<file path="config.mk">
export PLATFORM = sky130hd
export DESIGN_NAME = unipolar_rz_multi_flat
export DESIGN_NICKNAME = d
export VERILOG_FILES = /design/src/rtl/unipolar_rz_multi_if.sv /design/src/rtl/unipolar_rz_multi.sv /design/src/flat_wrapper.sv
export SDC_FILE = /design/constraint.sdc
export NUM_CORES = 1
export LEC_CHECK = 0
export BUFFER_PORTS_ARGS = -buffer_cell sky130_fd_sc_hd__buf_2
export CAP_MARGIN = 10
export CORE_MARGIN = 4
export CORE_UTILIZATION = 65
export DETAILED_ROUTE_END_ITERATION = 10
export GPL_TIMING_DRIVEN = 0
export PLACE_DENSITY = 0.87
export SYNTH_ARGS = -nofsm -noshare
export SYNTH_HDL_FRONTEND = slang
export SYNTH_SLANG_ARGS = --single-unit
</file>
<file path="constraint.sdc">
create_clock -name clock -period 13.2 [get_ports clock]
set_input_delay 1.32 -clock clock [delete_from_list [all_inputs] [get_ports clock]]
set_output_delay 1.32 -clock clock [all_outputs]
set_load 0.05 [all_outputs]
</file>
<file path="src/rtl/unipolar_rz_multi_if.sv">
// Upstream word stream for the multi-channel RZ transmitter: data plus target
// channel index, with a valid/ready handshake.
interface unipolar_rz_multi_if #(
  parameter int DATA_WIDTH = 24,
  parameter int CHANNELS   = 4
);
  localparam int CW = (CHANNELS > 1) ? $clog2(CHANNELS) : 1;

  logic [DATA_WIDTH-1:0] in_data;
  logic [CW-1:0]         in_channel;
  logic                  in_valid;
  logic                  in_ready;

  modport master (output in_data, output in_channel, output in_valid, input in_ready);
  modport slave  (input in_data, input in_channel, input in_valid, output in_ready);
endinterface

</file>
<file path="src/rtl/unipolar_rz_multi.sv">
// Multi-channel unipolar return-to-zero serial transmitter. Each channel owns
// a small FIFO, a bit-timing FSM and one registered output line; channels
// only share the upstream word port. An end-of-frame reset gap is inserted
// whenever a channel runs dry and after reset.
module unipolar_rz_multi #(
  parameter int  DATA_WIDTH     = 24,
  parameter int  CHANNELS       = 4,
  parameter int  FIFO_DEPTH     = 4,
  parameter bit  MSB_FIRST      = 1'b1,
  parameter real CLOCK_RATE     = 50e6,
  parameter real ZERO_HIGH_TIME = 0.40e-6,
  parameter real ZERO_LOW_TIME  = 0.85e-6,
  parameter real ONE_HIGH_TIME  = 0.80e-6,
  parameter real ONE_LOW_TIME   = 0.45e-6,
  parameter real RESET_TIME     = 50e-6
) (
  input  logic                     clock,
  input  logic                     reset,
  unipolar_rz_multi_if.slave       bus,
  output wire  [CHANNELS-1:0]      line,
  output wire  [CHANNELS-1:0]      idle
);

  localparam int T0H  = int'(CLOCK_RATE * ZERO_HIGH_TIME);
  localparam int T0L  = int'(CLOCK_RATE * ZERO_LOW_TIME);
  localparam int T1H  = int'(CLOCK_RATE * ONE_HIGH_TIME);
  localparam int T1L  = int'(CLOCK_RATE * ONE_LOW_TIME);
  localparam int RSTC = int'(CLOCK_RATE * RESET_TIME);

  function automatic int max2(input int a, input int b);
    return (a > b) ? a : b;
  endfunction

  localparam int MAXC = max2(max2(max2(T0H, T0L), max2(T1H, T1L)), RSTC);
  localparam int CNTW = $clog2(MAXC + 1);
  localparam int CW   = (CHANNELS > 1) ? $clog2(CHANNELS) : 1;
  localparam int AW   = $clog2(FIFO_DEPTH);
  localparam int BW   = (DATA_WIDTH > 1) ? $clog2(DATA_WIDTH) : 1;

  if (T0H < 1 || T0L < 1 || T1H < 1 || T1L < 1 || RSTC < 1) begin : g_bad_timing
    $error("unipolar_rz_multi: every phase must last at least one clock cycle");
  end

  typedef enum logic [1:0] {IDLE, HIGH, LOW, RESET_GAP} state_t;

  logic [CHANNELS-1:0] full_vec;
  logic                in_ready_c;

  // A word for a missing channel is always taken and dropped; otherwise the
  // target FIFO's pre-edge full flag decides.
  always_comb begin
    in_ready_c = 1'b1;
    for (int c = 0; c < CHANNELS; c++) begin
      if (bus.in_channel == CW'(c)) in_ready_c = !full_vec[c];
    end
  end

  assign bus.in_ready = in_ready_c;

  for (genvar ch = 0; ch < CHANNELS; ch++) begin : g_chan
    logic [DATA_WIDTH-1:0] mem [FIFO_DEPTH];
    logic [AW:0]           wr_ptr;
    logic [AW:0]           rd_ptr;
    logic                  empty;
    logic                  push;
    logic                  pop;
    logic [DATA_WIDTH-1:0] head;
    logic                  head_bit;
    state_t                state;
    logic [CNTW-1:0]       cnt;
    logic [DATA_WIDTH-1:0] shreg;
    logic [DATA_WIDTH-1:0] shifted;
    logic                  cur_bit;
    logic                  next_bit;
    logic [BW-1:0]         bits_left;
    logic                  line_q;

    assign empty        = (wr_ptr == rd_ptr);
    assign full_vec[ch] = (wr_ptr[AW] != rd_ptr[AW]) && (wr_ptr[AW-1:0] == rd_ptr[AW-1:0]);
    assign push         = bus.in_valid && in_ready_c && (bus.in_channel == CW'(ch));
    assign pop          = !empty && ((state == IDLE) ||
                          (state == LOW && cnt == '0 && bits_left == '0));
    assign head         = mem[rd_ptr[AW-1:0]];
    assign head_bit     = MSB_FIRST ? head[DATA_WIDTH-1] : head[0];
    assign shifted      = MSB_FIRST ? (shreg << 1) : (shreg >> 1);
    assign cur_bit      = MSB_FIRST ? shreg[DATA_WIDTH-1] : shreg[0];
    assign next_bit     = MSB_FIRST ? shifted[DATA_WIDTH-1] : shifted[0];

    assign line[ch] = line_q;
    assign idle[ch] = (state == IDLE) && empty;

    // FIFO storage; contents need no reset because the pointers gate them.
    always_ff @(posedge clock) begin
      if (push) mem[wr_ptr[AW-1:0]] <= bus.in_data;
    end

    // FIFO pointers advance on accepted pushes and on FSM pops.
    always_ff @(posedge clock or posedge reset) begin
      if (reset) begin
        wr_ptr <= '0;
        rd_ptr <= '0;
      end else begin
        if (push) wr_ptr <= wr_ptr + (AW+1)'(1);
        if (pop)  rd_ptr <= rd_ptr + (AW+1)'(1);
      end
    end

    // Bit-timing FSM: high phase, low phase, chaining words back to back and
    // falling into the reset gap when the FIFO is dry.
    always_ff @(posedge clock or posedge reset) begin
      if (reset) begin
        state     <= RESET_GAP;
        cnt       <= CNTW'(RSTC - 1);
        shreg     <= '0;
        bits_left <= '0;
        line_q    <= 1'b0;
      end else begin
        case (state)
          IDLE: begin
            line_q <= 1'b0;
            if (!empty) begin
              shreg     <= head;
              bits_left <= BW'(DATA_WIDTH - 1);
              line_q    <= 1'b1;
              cnt       <= head_bit ? CNTW'(T1H - 1) : CNTW'(T0H - 1);
              state     <= HIGH;
            end
          end
          HIGH: begin
            if (cnt == '0) begin
              line_q <= 1'b0;
              cnt    <= cur_bit ? CNTW'(T1L - 1) : CNTW'(T0L - 1);
              state  <= LOW;
            end else begin
              cnt <= cnt - CNTW'(1);
            end
          end
          LOW: begin
            if (cnt != '0) begin
              cnt <= cnt - CNTW'(1);
            end else if (bits_left != '0) begin
              shreg     <= shifted;
              bits_left <= bits_left - BW'(1);
              line_q    <= 1'b1;
              cnt       <= next_bit ? CNTW'(T1H - 1) : CNTW'(T0H - 1);
              state     <= HIGH;
            end else if (!empty) begin
              shreg     <= head;
              bits_left <= BW'(DATA_WIDTH - 1);
              line_q    <= 1'b1;
              cnt       <= head_bit ? CNTW'(T1H - 1) : CNTW'(T0H - 1);
              state     <= HIGH;
            end else begin
              cnt   <= CNTW'(RSTC - 1);
              state <= RESET_GAP;
            end
          end
          RESET_GAP: begin
            line_q <= 1'b0;
            if (cnt == '0) state <= IDLE;
            else           cnt   <= cnt - CNTW'(1);
          end
          default: begin
            line_q <= 1'b0;
            state  <= IDLE;
          end
        endcase
      end
    end
  end

endmodule

</file>
<file path="src/flat_wrapper.sv">
// flat-port wrapper written by rule: the top's interface ports become plain ports
module unipolar_rz_multi_flat 
#(
  parameter int  DATA_WIDTH     = 24,
  parameter int  CHANNELS       = 4,
  parameter int  FIFO_DEPTH     = 4,
  parameter bit  MSB_FIRST      = 1'b1,
  parameter real CLOCK_RATE     = 50e6,
  parameter real ZERO_HIGH_TIME = 0.40e-6,
  parameter real ZERO_LOW_TIME  = 0.85e-6,
  parameter real ONE_HIGH_TIME  = 0.80e-6,
  parameter real ONE_LOW_TIME   = 0.45e-6,
  parameter real RESET_TIME     = 50e-6
)
  (clock, reset, line, idle, bus_in_data, bus_in_channel, bus_in_valid, bus_in_ready);
  unipolar_rz_multi_if #(.DATA_WIDTH(DATA_WIDTH), .CHANNELS(CHANNELS)) bus_i ();
  input  logic clock;
  input  logic reset;
  output wire  [CHANNELS-1:0] line;
  output wire  [CHANNELS-1:0] idle;
  input wire logic [$bits(bus_i.in_data)-1:0] bus_in_data;
  input wire logic [$bits(bus_i.in_channel)-1:0] bus_in_channel;
  input wire logic [$bits(bus_i.in_valid)-1:0] bus_in_valid;
  output wire logic [$bits(bus_i.in_ready)-1:0] bus_in_ready;
  assign bus_i.in_data = bus_in_data;
  assign bus_i.in_channel = bus_in_channel;
  assign bus_i.in_valid = bus_in_valid;
  assign bus_in_ready = bus_i.in_ready;
  unipolar_rz_multi #(.DATA_WIDTH(DATA_WIDTH), .CHANNELS(CHANNELS), .FIFO_DEPTH(FIFO_DEPTH), .MSB_FIRST(MSB_FIRST), .CLOCK_RATE(CLOCK_RATE), .ZERO_HIGH_TIME(ZERO_HIGH_TIME), .ZERO_LOW_TIME(ZERO_LOW_TIME), .ONE_HIGH_TIME(ONE_HIGH_TIME), .ONE_LOW_TIME(ONE_LOW_TIME), .RESET_TIME(RESET_TIME)) u_core (.clock(clock), .reset(reset), .bus(bus_i), .line(line), .idle(idle));
endmodule
</file>
==> results.tsv <==
stage	metric	value	unit
setup_path	endpoint_kind	output port	
timing	setup_ws	9.06	ns
pwr	vdd_drop_max	132	uV
timing	rsz0062_at_grt	false	
global_routing	grt-ovfl-total	0	
place	dpl.hpwl	33800	um
die	initial_core_util	65.9	%
die	core	0.0378	mm2
pwr	p_sw	1.80	mW
synthesis	synth_nets	1817	
pwr	p_clk_share	30.4	%
timing	maxSlewHeadroom	24.1	%
synthesis	yosysUniqueCellTypes	84	
timing	min_period_over_period	31.3	%
synthesis	synth-async-reset-ratio	34.2	%
global_routing	track_usage	28.0	%
setup_path	cp.required	11.88	ns
setup_path	cp_slowest_stage_delay	0.43	ns
synthesis	synth_top_area_share	46.3	%
timing	worst_clock_skew	0.0321	ns
clock_tree	htree_num_levels	2	
pwr	p_total	5.74	mW
timing	setup_viol	0	
die	die_h	204	um
synthesis	yosys-top-cells-count	edfxtp_1 (384), nor2_1 (198), dfrtp_1 (168)	
finish	antenna_cells	0	
pwr	pwr-share-seq	44.0	%
setup_path	crit_buf_inv	2	
synthesis	synth_compound_gate_area_share	9.47	%
synthesis	syn_inst	1752	
finish	drive_gt1_share	17.9	%
drt	num_vias	16200	
synthesis	synth.most_common_cell	edfxtp_1	
finish	syn_to_final_growth	13.1	%
finish	multiInputGateArea	0.00773	mm2
timing	final-max-slew-violation-count	0	
setup_path	arrival	2.82	ns
outcome	status	finished, final reports clean	
drt	drt_drc_violations_left	0	
global_routing	grt_pass1_wl	90100	um
clock_tree	ctsHoldBuffers	0	
finish	seq_area	0.0166	mm2
clock_tree	clock_path_buffers	3	
synthesis	synth_area_per_cell	14.2	um2
drt	wl_per_cell	24.9	um
synthesis	synth_top_family_by_area	compound AO/OA/AOI/OAI gates	
clock_tree	clock_latency	0.62	ns
timing	post-route-min-period	4.14	ns
synthesis	synthAdderAreaFrac	1.81	%
die	rows	71	
finish	fin_cells	2424	
setup_path	path_class	reg2out	
drt	wl	60300	um
clock_tree	cts_root_buffer	clkbuf_16	
place	io_buffers	37	
pwr	p_comb_share	25.6	%
synthesis	synth_flop_cell	edfxtp_1	
die	io_pins	38	
pwr	leakage	10.2	nW
timing	fmax	242	MHz
drt	ant_nets	0	
pwr	p_int	3.94	mW
setup_path	crit_chain	clkbuf_1 -> xnor2_1 -> nand3_1 -> nor2_1 -> buf_2	
drt	viasPerCell	6.67	
setup_path	path_max_fanout	9	
die	dieArea	0.0415	mm2
global_routing	antenna_found_initial	2	
synthesis	synth_edf_count	384	
flow_run	max_cap_viol_count	0	
drt	dr.pass1.iters	6	
clock_tree	clock_sinks	584	
place	pre_cts_slack	9.37	ns
global_routing	grt_pass1_vias	16100	
finish	n_fill_cell	2116	
timing	worst_pin_slew	1.12	ns
clock_tree	clk_pin_slew_worst_paths	0.07	ns
clock_tree	ctsResizeCount	0	
synthesis	yosysTopAreaCell	edfxtp_1	
synthesis	synthTopCellsByArea	edfxtp_1 (46%), dfrtp_1 (17%), mux4_2 (8.8%), dfstp_2 (3.4%), nor2_1 (3.0%)	
clock_tree	post_cts_buffers	0	
clock_tree	cts_tree	done	
worst_hold_path	hold_path.class	reg2reg	
synthesis	yosys_warnings	0	
setup_path	reg2reg_slack	10.07	ns
place	gp_congestion	0.893	
die	die_w	204	um
finish	fin_nets	1930	
timing	setup_tns	0	ns
pwr	swShare	31.3	%
clock_tree	numCtsBuffers	57	
synthesis	yosys.area_share.simple	9.15	%
timing	hold_viol_final	0	
drt	drtIter0Drc	1867	
setup_path	slowest_stage	xnor2_1	
synthesis	synth.cell_area	0.0249	mm2
setup_path	cp-start-kind	register	
global_routing	grt_max_degree	112	
synthesis	ys_seq_area_share	66.6	%
synthesis	synthXorXnorAreaFrac	1.58	%
place	dp.cells	2303	
synthesis	synthMuxAreaShare	9.03	%
pwr	powerDensity	204	mW/mm2
synthesis	ys_seq_elements	584	
setup_path	critPathTopFamily	simple AND/OR/NAND/NOR gates	
-- power by group through the flow --
stage	combinational, mW	clock, mW	sequential (mW)
finish	1.47	1.75	2.53
global route	1.61	1.85	2.55
CTS	1.42	1.75	2.52
detailed placement	1.40	0	2.54
global placement	1.32	0	2.52
floorplan	1.08	0	2.48
-- through the flow --
stage	util, %	hold WS [ns]	instance area [um2]
floorplan	-	0.460	24900
global placement	68.1	0.471	25700
detailed placement	68.3	0.477	25800
CTS	73.6	0.489	27800
global route	74.5	0.505	28100
finish	74.5	0.488	28100
-- layout make-up --
cell class                 count  area share, %
sequential                   584           58.9
multi-input combinational   1031           27.5
clock buffer                  73           5.49
tap                          511           2.27
timing repair buffer          54           2.18
clock inverter                34           1.60
buffer                        96           1.54
inverter                      41          0.573
-- kinds of logic (layout without fill, tap and decap cells) --
logic type | Yosys count | count (layout)
DFF | 584 | 584
and+or+nand+nor | 467 | 467
AOI/OAI and AO/OA | 380 | 380
buffers and inverters | 137 | 298
muxes | 103 | 103
xor gates and xnor gates | 45 | 45
adders and majority gates | 36 | 36
-- metal layers --
layer / global-route usage (%) / share of wire (%)
met5: 0 / 0.022
met1: 37.8 / 37
met2: 46.9 / 51
met3: 5.33 / 8.7
met4: 9.27 / 3.6
-- path summary, 6_finish.rpt --
kind                                                             start                                endpoint  cells after the start
worst max-delay path            u_core.g_chan[3].rd_ptr[1]$_DFFE_PP0P_                                 idle[3]                      5
worst min-delay path            u_core.g_chan[0].wr_ptr[2]$_DFFE_PP0P_  u_core.g_chan[0].wr_ptr[2]$_DFFE_PP0P_                      1
worst max register to register  u_core.g_chan[3].rd_ptr[1]$_DFFE_PP0P_   u_core.g_chan[3].mem[0][17]$_DFFE_PP_                      7
worst min register to register  u_core.g_chan[0].wr_ptr[2]$_DFFE_PP0P_  u_core.g_chan[0].wr_ptr[2]$_DFFE_PP0P_                      1
max in group asynchronous                                        reset  u_core.g_chan[0].shreg[10]$_DFFE_PP0P_                      3
min in group asynchronous                                        reset     u_core.g_chan[3].cnt[5]$_DFFE_PP0P_                      2
-- registers in the layout, indices dropped and copies added, names as in the netlist --
name	count
u_core.g_chan.state	8
u_core.g_chan.cnt	48
u_core.g_chan.line_q	4
u_core.g_chan.mem	384
u_core.g_chan.bits_left	20
u_core.g_chan.wr_ptr	12
u_core.g_chan.rd_ptr	12
u_core.g_chan.shreg	96
-- placed cells by master, fill, tap and decap left out, types with 9 or more instances in the layout --
| cell | n |
|---|---|
| a21o_1 | 9 |
| a21oi_1 | 109 |
| a22o_1 | 9 |
| a22oi_1 | 10 |
| a31oi_1 | 17 |
| and2_1 | 19 |
| and3_1 | 9 |
| buf_16 | 13 |
| buf_2 | 58 |
| bufinv_16 | 10 |
| clkbuf_1 | 71 |
| clkbuf_16 | 58 |
| clkinv_2 | 12 |
| dfrtp_1 | 168 |
| dfstp_2 | 32 |
| edfxtp_1 | 384 |
| ha_1 | 36 |
| inv_1 | 39 |
| mux4_2 | 97 |
| nand2_1 | 89 |
| nand3_1 | 19 |
| nor2_1 | 198 |
| nor3_1 | 29 |
| o21ai_0 | 86 |
| o22ai_1 | 73 |
| o31ai_1 | 10 |
| or3_1 | 41 |
| xnor2_1 | 24 |
| xor2_1 | 21 |
Note: power is estimated with default switching activity, not from simulation.
